$ cat src/rtl/wb_stage_if.sv
// Bus interface for wb_stage: memory-stage push, load-data return,
// register-file write port and decode forwarding/stall signals.
//   master : memory stage / decode side (drives pushes, loads, read selects)
//   slave  : wb_stage (drives in_ready, register-file write, forwarding, err)
interface wb_stage_if #(
  parameter int unsigned DATA_W = 16,
  parameter int unsigned REG_AW = 3
);
  logic              in_valid;
  logic              in_ready;
  logic              in_regwrite;
  logic [REG_AW-1:0] in_dest;
  logic              in_is_load;
  logic [DATA_W-1:0] in_data;
  logic              ld_valid;
  logic [DATA_W-1:0] ld_data;
  logic [REG_AW-1:0] writeregsel;
  logic [DATA_W-1:0] writedata;
  logic              write;
  logic [REG_AW-1:0] read1regsel;
  logic [REG_AW-1:0] read2regsel;
  logic              fwd1_hit;
  logic [DATA_W-1:0] fwd1_data;
  logic              fwd2_hit;
  logic [DATA_W-1:0] fwd2_data;
  logic              raw_stall;
  logic              err;

  modport master (
    output in_valid, in_regwrite, in_dest, in_is_load, in_data,
    output ld_valid, ld_data, read1regsel, read2regsel,
    input  in_ready, writeregsel, writedata, write,
    input  fwd1_hit, fwd1_data, fwd2_hit, fwd2_data, raw_stall, err
  );

  modport slave (
    input  in_valid, in_regwrite, in_dest, in_is_load, in_data,
    input  ld_valid, ld_data, read1regsel, read2regsel,
    output in_ready, writeregsel, writedata, write,
    output fwd1_hit, fwd1_data, fwd2_hit, fwd2_data, raw_stall, err
  );
endinterface

$ cat src/rtl/wb_stage.sv
// Write-back stage: in-order result queue feeding the register-file write
// port, with load data filled in later and decode forwarding/interlock.
// Ports:
//   clk  - clock, rising edge
//   rst  - asynchronous active-low reset
//   bus  - wb_stage_if.slave (push, load return, RF write, forwarding, err)
// Build option: define WB_FWD_EN to enable forwarding; otherwise fwd outputs
// are tied to 0 and raw_stall interlocks on any pending write to a read select.
module wb_stage #(
  parameter int unsigned DEPTH  = 4,
  parameter int unsigned DATA_W = 16,
  parameter int unsigned REG_AW = 3
) (
  input  logic   clk,
  input  logic   rst,
  wb_stage_if.slave bus
);

  localparam int unsigned PTR_W = $clog2(DEPTH);
  localparam int unsigned CNT_W = $clog2(DEPTH + 1);

  logic [PTR_W-1:0]  head, tail;
  logic [CNT_W-1:0]  count;
  logic [DEPTH-1:0]  e_valid, e_regwrite, e_is_load, e_filled;
  logic [REG_AW-1:0] e_dest [DEPTH];
  logic [DATA_W-1:0] e_data [DEPTH];
  logic              err_q;

  logic              full, push, pop;
  logic              fill_found;
  logic [PTR_W-1:0]  fill_ptr_c;

  // Queue status and handshake
  assign full         = (count == CNT_W'(DEPTH));
  assign push         = bus.in_valid & ~full;
  assign pop          = (count != '0) & e_filled[head];
  assign bus.in_ready = ~full;

  // Register-file write port straight from the head entry
  assign bus.write       = pop & e_regwrite[head];
  assign bus.writeregsel = (count != '0) ? e_dest[head] : '0;
  assign bus.writedata   = (count != '0) ? e_data[head] : '0;
  assign bus.err         = err_q;

  // Fill pointer: oldest valid load still waiting for data
  always_comb begin
    fill_found = 1'b0;
    fill_ptr_c = '0;
    for (int i = 0; i < int'(DEPTH); i++) begin
      if (!fill_found && e_valid[PTR_W'(head + PTR_W'(i))] &&
          e_is_load[PTR_W'(head + PTR_W'(i))] &&
          !e_filled[PTR_W'(head + PTR_W'(i))]) begin
        fill_found = 1'b1;
        fill_ptr_c = PTR_W'(head + PTR_W'(i));
      end
    end
  end

`ifdef WB_FWD_EN
  logic              m1_hit, m1_filled, m2_hit, m2_filled;
  logic [DATA_W-1:0] m1_data, m2_data;

  // Scan oldest to newest so the newest matching entry wins
  always_comb begin
    m1_hit    = 1'b0;
    m1_filled = 1'b0;
    m1_data   = '0;
    m2_hit    = 1'b0;
    m2_filled = 1'b0;
    m2_data   = '0;
    for (int i = 0; i < int'(DEPTH); i++) begin
      if (e_valid[PTR_W'(head + PTR_W'(i))] && e_regwrite[PTR_W'(head + PTR_W'(i))]) begin
        if (e_dest[PTR_W'(head + PTR_W'(i))] == bus.read1regsel) begin
          m1_hit    = 1'b1;
          m1_filled = e_filled[PTR_W'(head + PTR_W'(i))];
          m1_data   = e_data[PTR_W'(head + PTR_W'(i))];
        end
        if (e_dest[PTR_W'(head + PTR_W'(i))] == bus.read2regsel) begin
          m2_hit    = 1'b1;
          m2_filled = e_filled[PTR_W'(head + PTR_W'(i))];
          m2_data   = e_data[PTR_W'(head + PTR_W'(i))];
        end
      end
    end
  end

  // An unfilled newest match cannot forward, so decode must wait
  assign bus.fwd1_hit  = m1_hit & m1_filled;
  assign bus.fwd1_data = (m1_hit & m1_filled) ? m1_data : '0;
  assign bus.fwd2_hit  = m2_hit & m2_filled;
  assign bus.fwd2_data = (m2_hit & m2_filled) ? m2_data : '0;
  assign bus.raw_stall = (m1_hit & ~m1_filled) | (m2_hit & ~m2_filled);
`else
  logic any_match;

  // Pure scoreboard interlock: any pending write to either select stalls
  always_comb begin
    any_match = 1'b0;
    for (int i = 0; i < int'(DEPTH); i++) begin
      if (e_valid[i] && e_regwrite[i] &&
          ((e_dest[i] == bus.read1regsel) || (e_dest[i] == bus.read2regsel))) begin
        any_match = 1'b1;
      end
    end
  end

  assign bus.fwd1_hit  = 1'b0;
  assign bus.fwd1_data = '0;
  assign bus.fwd2_hit  = 1'b0;
  assign bus.fwd2_data = '0;
  assign bus.raw_stall = any_match;
`endif

  // Queue state; push, fill and pop never target the same slot in one cycle
  always_ff @(posedge clk or negedge rst) begin
    if (!rst) begin
      head       <= '0;
      tail       <= '0;
      count      <= '0;
      e_valid    <= '0;
      e_regwrite <= '0;
      e_is_load  <= '0;
      e_filled   <= '0;
      err_q      <= 1'b0;
      for (int i = 0; i < int'(DEPTH); i++) begin
        e_dest[i] <= '0;
        e_data[i] <= '0;
      end
    end else begin
      err_q <= (bus.ld_valid & ~fill_found) | (bus.in_valid & full);
      if (push) begin
        e_valid[tail]    <= 1'b1;
        e_regwrite[tail] <= bus.in_regwrite;
        e_is_load[tail]  <= bus.in_is_load;
        e_filled[tail]   <= ~bus.in_is_load;
        e_dest[tail]     <= bus.in_dest;
        e_data[tail]     <= bus.in_is_load ? '0 : bus.in_data;
        tail             <= PTR_W'(tail + PTR_W'(1));
      end
      if (bus.ld_valid && fill_found) begin
        e_filled[fill_ptr_c] <= 1'b1;
        e_data[fill_ptr_c]   <= bus.ld_data;
      end
      if (pop) begin
        e_valid[head] <= 1'b0;
        head          <= PTR_W'(head + PTR_W'(1));
      end
      count <= CNT_W'(count + CNT_W'(push) - CNT_W'(pop));
    end
  end

endmodule

$ cat src/flat_wrapper.sv
// flat-port wrapper written by rule: the top's interface ports become plain ports
module wb_stage_flat 
#(
  parameter int unsigned DEPTH  = 4,
  parameter int unsigned DATA_W = 16,
  parameter int unsigned REG_AW = 3
)
  (clk, rst, bus_in_valid, bus_in_regwrite, bus_in_dest, bus_in_is_load, bus_in_data, bus_ld_valid, bus_ld_data, bus_read1regsel, bus_read2regsel, bus_in_ready, bus_writeregsel, bus_writedata, bus_write, bus_fwd1_hit, bus_fwd1_data, bus_fwd2_hit, bus_fwd2_data, bus_raw_stall, bus_err);
  wb_stage_if #(.DATA_W(DATA_W), .REG_AW(REG_AW)) bus_i ();
  input  logic clk;
  input  logic rst;
  input wire logic [$bits(bus_i.in_valid)-1:0] bus_in_valid;
  input wire logic [$bits(bus_i.in_regwrite)-1:0] bus_in_regwrite;
  input wire logic [$bits(bus_i.in_dest)-1:0] bus_in_dest;
  input wire logic [$bits(bus_i.in_is_load)-1:0] bus_in_is_load;
  input wire logic [$bits(bus_i.in_data)-1:0] bus_in_data;
  input wire logic [$bits(bus_i.ld_valid)-1:0] bus_ld_valid;
  input wire logic [$bits(bus_i.ld_data)-1:0] bus_ld_data;
  input wire logic [$bits(bus_i.read1regsel)-1:0] bus_read1regsel;
  input wire logic [$bits(bus_i.read2regsel)-1:0] bus_read2regsel;
  output wire logic [$bits(bus_i.in_ready)-1:0] bus_in_ready;
  output wire logic [$bits(bus_i.writeregsel)-1:0] bus_writeregsel;
  output wire logic [$bits(bus_i.writedata)-1:0] bus_writedata;
  output wire logic [$bits(bus_i.write)-1:0] bus_write;
  output wire logic [$bits(bus_i.fwd1_hit)-1:0] bus_fwd1_hit;
  output wire logic [$bits(bus_i.fwd1_data)-1:0] bus_fwd1_data;
  output wire logic [$bits(bus_i.fwd2_hit)-1:0] bus_fwd2_hit;
  output wire logic [$bits(bus_i.fwd2_data)-1:0] bus_fwd2_data;
  output wire logic [$bits(bus_i.raw_stall)-1:0] bus_raw_stall;
  output wire logic [$bits(bus_i.err)-1:0] bus_err;
  assign bus_i.in_valid = bus_in_valid;
  assign bus_i.in_regwrite = bus_in_regwrite;
  assign bus_i.in_dest = bus_in_dest;
  assign bus_i.in_is_load = bus_in_is_load;
  assign bus_i.in_data = bus_in_data;
  assign bus_i.ld_valid = bus_ld_valid;
  assign bus_i.ld_data = bus_ld_data;
  assign bus_i.read1regsel = bus_read1regsel;
  assign bus_i.read2regsel = bus_read2regsel;
  assign bus_in_ready = bus_i.in_ready;
  assign bus_writeregsel = bus_i.writeregsel;
  assign bus_writedata = bus_i.writedata;
  assign bus_write = bus_i.write;
  assign bus_fwd1_hit = bus_i.fwd1_hit;
  assign bus_fwd1_data = bus_i.fwd1_data;
  assign bus_fwd2_hit = bus_i.fwd2_hit;
  assign bus_fwd2_data = bus_i.fwd2_data;
  assign bus_raw_stall = bus_i.raw_stall;
  assign bus_err = bus_i.err;
  wb_stage #(.DEPTH(DEPTH), .DATA_W(DATA_W), .REG_AW(REG_AW)) u_core (.clk(clk), .rst(rst), .bus(bus_i));
endmodule
$ cat config.mk
export PLATFORM = sky130hd
export DESIGN_NAME = wb_stage_flat
export DESIGN_NICKNAME = d
export VERILOG_FILES = /design/src/rtl/wb_stage_if.sv /design/src/rtl/wb_stage.sv /design/src/flat_wrapper.sv
export SDC_FILE = /design/constraint.sdc
export NUM_CORES = 1
export LEC_CHECK = 0
export CORE_MARGIN = 8
export CORE_UTILIZATION = 55
export DETAILED_ROUTE_END_ITERATION = 8
export GPL_ROUTABILITY_DRIVEN = 0
export PLACE_DENSITY = 0.88
export SLEW_MARGIN = 20
export SYNTH_ARGS = -nofsm -noshare
export SYNTH_HDL_FRONTEND = slang
export SYNTH_SLANG_ARGS = --single-unit
$ cat constraint.sdc
create_clock -name clk -period 3.45 [get_ports clk]
set_input_delay 0.69 -clock clk [delete_from_list [all_inputs] [get_ports clk]]
set_output_delay 0.69 -clock clk [all_outputs]
set_load 0.05 [all_outputs]
==> flow_metrics.env, run 1 <==
export IMPL_crit_chain="mux4_2 -> nor2b_1 -> clkdlybuf4s50_1"
export IMPL_synth_area_leaders="dfrtp_1, mux2_4, mux4_2, mux2_2, o21ai_0"
export IMPL_synthAdderAreaFrac_pct=2.25
export IMPL_wl_per_cell_um=19.8
export IMPL_cts_tree="done"
export IMPL_diodes=0
export IMPL_synth_xor_area_share_pct=3.79
export IMPL_grt_use_total_pct=20.8
export IMPL_cts_resized=0
export IMPL_start_util_pct=56.4
export IMPL_placed_cell_area_sq_um=7140
export IMPL_synthMuxAreaShare_pct=24.9
export IMPL_drive_gt1_share_pct=25.9
export IMPL_synth_seq_cells=100
export IMPL_cts_made_buffers=9
export IMPL_cap_viol_max_count=0
export IMPL_tightest_slew_ns=0.828
export IMPL_p_comb_share_pct=56.6
export IMPL_postCtsSetupBuffers=0
export IMPL_grt_pass1_vias=5153
export IMPL_htreeDepth=3
export IMPL_p_sw_share_pct=42.7
export IMPL_num_rows=39
export IMPL_final_cell_mix="dfrtp_1, nand2_1, o21ai_0"
export IMPL_numClockSinks=100
export IMPL_die_x_um=124
export IMPL_timing_final_crit_period_ns=3.25
export IMPL_clock_latency_ns=0.36
export IMPL_die_area_sq_um=15500
export IMPL_synth_compound_area_share_pct=9.97
export IMPL_async_reset_ff_share_pct=100
export IMPL_peakVddDrop_v=0.000593
export IMPL_routed_via_density=5.89
export IMPL_crit_arrival_ns=2.56
export IMPL_worstSetupPathType="reg2out"
export IMPL_crit_buf_inv=1
export IMPL_p_clk_share_pct=15.3
export IMPL_final_common_cell="dfrtp_1"
export IMPL_synthCells=593
export IMPL_period_share_pct=94.2
export IMPL_portBuffers=69
export IMPL_critPathTopFamily="buffers and inverters"
export IMPL_synth_area_sq_um=6460
export IMPL_rsz0062_at_grt="false"
export IMPL_detail_route_first_pass_iterations=5
export IMPL_grt_max_degree=61
export IMPL_cts_hold_buf=0
export IMPL_root_buffer="clkbuf_16"
export IMPL_fin_worst_skew_ns=0.00671
export IMPL_crit_fanout=13
export IMPL_holdWs_ns=0.317
export IMPL_holdCritPathClass="in2async"
export IMPL_drc=0
export IMPL_cp_slowest_cell="clkdlybuf4s50_1"
export IMPL_leakagePower_nw=3.43
export IMPL_wl_mm=15.8
export IMPL_p_sw_w=0.00345
export IMPL_grt_remaining_overflow=0
export IMPL_end_kind="output pin"
export IMPL_synth_top_area_cell="dfrtp_1"
export IMPL_tns_ns=0
export IMPL_required_ns=2.76
export IMPL_die_h_um=124
export IMPL_slew_headroom_pct=44.6
export IMPL_slew_viol_final=0
export IMPL_num_io_pins=104
export IMPL_internal_power_w=0.00463
export IMPL_antenna_found_initial=0
export IMPL_drt_iter0_markers=398
export IMPL_clk_pin_slew_ns=0.07
export IMPL_clk_path_buf_depth=2
export IMPL_grt_pass1_wl_mm=26.5
export IMPL_yosys_warnings=0
export IMPL_detailedPlace_worstSlack_ns=0.326
export IMPL_hpwlAfterDp_mm=10.9
export IMPL_ys_flop_type="dfrtp_1"
export IMPL_synthSimpleGateAreaFrac_pct=13.1
export IMPL_vias=4710
export IMPL_hold_violations=0
export IMPL_syn_to_final_growth_pct=16.1
export IMPL_yosysUniqueCellTypes=52
export IMPL_fillCellCount=849
export IMPL_synth_top_family_by_area="multiplexers"
export IMPL_max_freq_mhz=308
export IMPL_drtAntennaViolNets=0
export IMPL_syn_area_per_cell_sq_um=10.9
export IMPL_status="finished clean"
export IMPL_critical_path_startpoint_type="register"
export IMPL_final_nets=710
export IMPL_netlist_area_leader_share_pct=38.7
export IMPL_power_density_nw_per_um2=1080
export IMPL_cpPeakStageDelay_ns=0.75
export IMPL_design_area_sq_um=7500
export IMPL_finalSetupViolCount=0
export IMPL_synth_edff_count=0
export IMPL_setup_ws_ns=0.201
export IMPL_p_seq_share_pct=28.0
export IMPL_synth_seq_area_share_pct=38.7
export IMPL_coreArea_sq_um=11500
-- cell usage after synthesis (4+ instances only) --
master / instances
dfrtp_1: 100
xor2_1: 24
mux2_2: 44
nand2_1: 91
nand3b_1: 5
inv_1: 9
clkbuf_1: 25
mux2_4: 36
nor3_1: 11
buf_6: 5
a2bb2oi_1: 4
o21ai_0: 73
xnor2_1: 4
nand2b_1: 17
o211ai_1: 4
ha_1: 10
mux4_2: 24
and2_1: 5
and3b_1: 4
buf_4: 35
nor2b_1: 21
-- state kept, by name (all words and copies together) (netlist names) --
name               count
u_core.e_data         64
u_core.e_dest         12
u_core.e_filled        4
u_core.e_is_load       4
u_core.e_regwrite      4
u_core.e_valid         4
u_core.count           3
u_core.head            2
u_core.tail            2
u_core.bus.err         1
-- metrics by stage --
step / instances / utilization, % / total power (W)
final: 800 / 65.4 / 0.00808
after floorplan: 626 / - / 0.00564
after CTS: 800 / 65.4 / 0.00810
after detailed placement: 784 / 62.2 / 0.00682
after global routing: 800 / 65.4 / 0.00855
after global placement: 784 / 62.2 / 0.00663
-- path summary, 6_finish.rpt --
kind | start | to | slack, ns | cells after the start
worst min-delay path | rst | u_core.e_data[21] | 0.32 | 1
max in group asynchronous | rst | u_core.e_dest[7] | 2.41 | 2
worst min register to register | u_core.count[2] | u_core.count[2] | 0.53 | 1
worst max register to register | u_core.head[1] | u_core.e_data[20] | 0.27 | 7
worst max-delay path | u_core.head[1] | bus_writedata[15] | 0.20 | 3
min in group clk | u_core.count[2] | u_core.count[2] | 0.53 | 1
-- final cells by class --
| class | instances | area, sq um | share of cell area (%) |
|---|---|---|---|
| Clock buffer | 9 | 225 | 3.00 |
| Inverter | 11 | 41.3 | 0.550 |
| Timing Repair Buffer | 83 | 793 | 10.6 |
| Multi-Input combinational cell | 447 | 3620 | 48.3 |
| Sequential cell | 100 | 2500 | 33.4 |
| Clock inverter | 7 | 139 | 1.85 |
| Tap cell | 143 | 179 | 2.38 |
-- routing by layer --
metal | up-vias | wire, um | global-route usage, %
met5 | - | 0 | 0
met4 | 0 | 312 | 8.79
met3 | 27 | 1240 | 4.98
met2 | 239 | 7920 | 35.0
met1 | 2316 | 6360 | 24.8
li1 | 2128 | - | -
-- worst reg2reg max path: stages, from the launching register on --
cell,delay [ns]
dfrtp_1,0.73
inv_2,0.20
ha_1,0.48
mux4_2,0.23
o32ai_1,0.10
and3_2,0.28
o21ai_4,0.63
mux2_2,0.42
-- power groups by stage --
stage	registers (W)	clock network, W	logic [W]
2_1_floorplan	0.00207	0	0.00357
3_3_place_gp	0.00221	0	0.00443
3_5_place_dp	0.00226	0	0.00456
4_1_cts	0.00225	0.00125	0.00460
5_1_grt	0.00233	0.00130	0.00493
6_report	0.00227	0.00124	0.00458
-- logic make-up after synthesis --
logic type	count (synthesis)
other	1
adder cells (fa/ha/maj)	11
multiplexers	107
buffers and inverters	79
XOR/XNOR	28
AND/OR/NAND/NOR	169
flip-flops	100
AO/OA/AOI/OAI	98
Note: power is estimated with default switching activity, not from simulation.
==> inputs of run 2 (changes only) <==
--- a/config.mk
+++ b/config.mk
@@ -5,6 +5,7 @@
 export SDC_FILE = /design/constraint.sdc
 export NUM_CORES = 1
 export LEC_CHECK = 0
+export ABC_AREA = 1
 export CORE_MARGIN = 8
 export CORE_UTILIZATION = 55
 export DETAILED_ROUTE_END_ITERATION = 8
==> run 2 against run 1 <==
  * Clock skew grew 0.0048 ns
  * Clock power shrank 21%
  * Die area grew 1.5%
  * Area after synthesis grew 1.7%
  * Critical path type unchanged
  * Largest power group unchanged
==> flow_metrics.env, run 2 <==
export IMPL_cap_viol_max_count=0
export IMPL_leakagePower_nw=3.62
export IMPL_num_io_pins=104
export IMPL_worstSetupPathType="reg2out"
export IMPL_cpPeakStageDelay_ns=0.44
export IMPL_synth_edff_count=0
export IMPL_largest_register_ffs=64
export IMPL_regToRegStartpoint="u_core.head[0]"
export IMPL_htreeDepth=3
export IMPL_required_ns=2.76
export IMPL_clk_pin_slew_ns=0.07
export IMPL_crit_arrival_ns=2.55
export IMPL_antenna_found_initial=0
export IMPL_crit_buf_inv=3
export IMPL_synth_seq_cells=100
export IMPL_final_common_cell="nand2_1"
export IMPL_layoutNonFillerInstCount=1091
export IMPL_synthCells=902
export IMPL_coreArea_sq_um=11900
export IMPL_die_area_sq_um=15700
export IMPL_cts_tree="done"
export IMPL_drc=0
export IMPL_start_util_pct=55.4
export IMPL_regMostFlops="u_core.e_data"
export IMPL_slew_headroom_pct=37.2
export IMPL_yosysUniqueCellTypes=34
export IMPL_yosys_warnings=0
export IMPL_p_comb_share_pct=62.3
export IMPL_crit_chain="inv_4 -> buf_4 -> nand2_1 -> nand3_1 -> nand2_1 -> nor2_1 -> a21boi_1 -> buf_12"
export IMPL_cts_made_buffers=9
export IMPL_async_reset_ff_share_pct=100
export IMPL_cp_common_cell="nand2_1"
export IMPL_grt_pass1_vias=5991
export IMPL_diodes=0
export IMPL_ys_flop_type="dfrtp_1"
export IMPL_grt_use_total_pct=22.5
export IMPL_regArea_sq_um=2500
export IMPL_wl_per_cell_um=16.3
export IMPL_p_sw_w=0.00433
export IMPL_holdCritPathClass="in2async"
export IMPL_root_buffer="clkbuf_16"
export IMPL_synth_area_leaders="dfrtp_1, nand2_1, o21ai_0, nand4_1, nor2_1"
export IMPL_r2r_worst_path_cells=13
export IMPL_finish_utilization_pct=62.4
export IMPL_internal_power_w=0.00379
export IMPL_tns_ns=0
export IMPL_max_freq_mhz=308
export IMPL_p_sw_share_pct=53.3
export IMPL_hpwlAfterDp_mm=11.4
export IMPL_die_h_um=125
export IMPL_critPathTopFamily="simple AND/OR/NAND/NOR gates"
export IMPL_clk_path_buf_depth=2
export IMPL_placed_cells=1075
export IMPL_detail_route_first_pass_iterations=5
export IMPL_drt_iter0_markers=707
export IMPL_syn_area_per_cell_sq_um=7.29
export IMPL_grt_pass1_wl_mm=29.4
export IMPL_synth_area_sq_um=6570
export IMPL_drtAntennaViolNets=0
export IMPL_reg_top3="u_core.e_data (64), u_core.e_dest (12)"
export IMPL_slew_viol_final=0
export IMPL_die_x_um=125
export IMPL_multiInputGateArea_sq_um=3470
export IMPL_synth_common_cells="nand2_1, o21ai_0, dfrtp_1"
export IMPL_power_density_nw_per_um2=1100
export IMPL_final_nets=997
export IMPL_cp_depth=8
export IMPL_peakVddDrop_v=0.000607
export IMPL_wl_mm=17.8
export IMPL_total_power_w=0.00813
export IMPL_grt_max_degree=69
export IMPL_fillCellCount=1057
export IMPL_final_cell_mix="nand2_1, o21ai_0, dfrtp_1"
export IMPL_status="finished clean"
export IMPL_portBuffers=69
export IMPL_post_synth_top_count_cell="nand2_1"
export IMPL_numClockSinks=100
export IMPL_clock_latency_ns=0.35
export IMPL_cp_slowest_cell="dfrtp_2"
export IMPL_p_clk_share_pct=12.1
export IMPL_critical_path_startpoint_type="register"
export IMPL_tightest_slew_ns=0.942
export IMPL_r2r_slack_ns=0.39
export IMPL_drive_gt1_share_pct=8.58
export IMPL_period_share_pct=94.0
export IMPL_num_rows=40
export IMPL_grt_remaining_overflow=0
export IMPL_holdWs_ns=0.394
export IMPL_syn_to_final_growth_pct=12.7
export IMPL_vias=6320
export IMPL_fin_worst_skew_ns=0.0115
export IMPL_timing_final_crit_period_ns=3.24
export IMPL_end_kind="output pin"
export IMPL_r2r_end="u_core.e_data[47]"
export IMPL_postCtsSetupBuffers=0
export IMPL_netlist_area_leader_share_pct=38.1
export IMPL_crit_fanout=28
export IMPL_routed_via_density=5.79
export IMPL_hold_violations=0
export IMPL_synth_seq_area_share_pct=38.1
export IMPL_p_seq_share_pct=25.6
export IMPL_finalSetupViolCount=0
export IMPL_synth_top_area_cell="dfrtp_1"
export IMPL_rsz0062_at_grt="false"
[run 2: changes by cell type after synthesis, sizes merged, moves of 29 or more]
cell,change
nand2,+180
o21ai,+51
nand3,+29
nand4,+66
mux2,-80
nor2,+96
[run 2: worst max-delay path by stage]
stage	start	endpoint	slack, ns
global route	u_core.head[0]	bus_write	0.09
global placement	u_core.head[0]	bus_write	0.56
CTS	u_core.head[0]	bus_write	0.16
floorplan	u_core.head[0]	bus_write	0.41
detailed placement	u_core.head[0]	u_core.e_data[47]	0.46
finish	u_core.head[0]	bus_write	0.21
[run 2: timing repair]
action	CTS	global route
endpoints found under the setup margin	0	1
hold endpoints to repair	0	0
gates resized for setup	0	1
hold buffers	0	0
[run 2: metrics by stage]
| stage | area [sq um] | setup WS, ns |
|---|---|---|
| floorplan | 6700 | 0.410 |
| global placement | 7120 | 0.559 |
| detailed placement | 7120 | 0.465 |
| CTS | 7410 | 0.155 |
| global route | 7410 | 0.0876 |
| finish | 7410 | 0.206 |
[run 2: logic make-up (layout without fill, tap and decap cells)]
group / after synthesis / after routing / synth area share (%)
buffers and inverters: 130 / 139 / 11.1
AOI/OAI and AO/OA: 162 / 162 / 12.9
adders and majority gates: 11 / 11 / 2.21
DFF: 100 / 100 / 38.1
and+or+nand+nor: 470 / 470 / 31.9
xor gates and xnor gates: 28 / 28 / 3.73
other: 1 / 34 / 0.0571
[run 2: cell type report]
class / instances / area share [%]
Inverter: 34 / 1.76
Timing Repair Buffer: 89 / 11.3
Tap cell: 147 / 2.48
Multi-Input combinational cell: 705 / 46.8
Sequential cell: 100 / 33.8
Clock buffer: 10 / 3.23
Clock inverter: 6 / 0.642
[run 2: power groups by stage]
stage / Sequential (W) / Combinational [W] / Clock (W)
after floorplan: 0.00200 / 0.00384 / 0
after global placement: 0.00207 / 0.00488 / 0
after detailed placement: 0.00209 / 0.00500 / 0
after CTS: 0.00207 / 0.00504 / 0.000994
after global routing: 0.00214 / 0.00553 / 0.00104
final: 0.00208 / 0.00506 / 0.000980
[run 2: routing by layer]
| metal | vias to the layer above | global-route usage [%] | share of wire [%] |
|---|---|---|---|
| li1 | 2988 | - | - |
| met1 | 2971 | 28.1 | 40 |
| met5 | - | 0 | 0 |
| met3 | 36 | 4.63 | 8.6 |
| met2 | 325 | 38.1 | 49 |
| met4 | 0 | 7.66 | 1.7 |
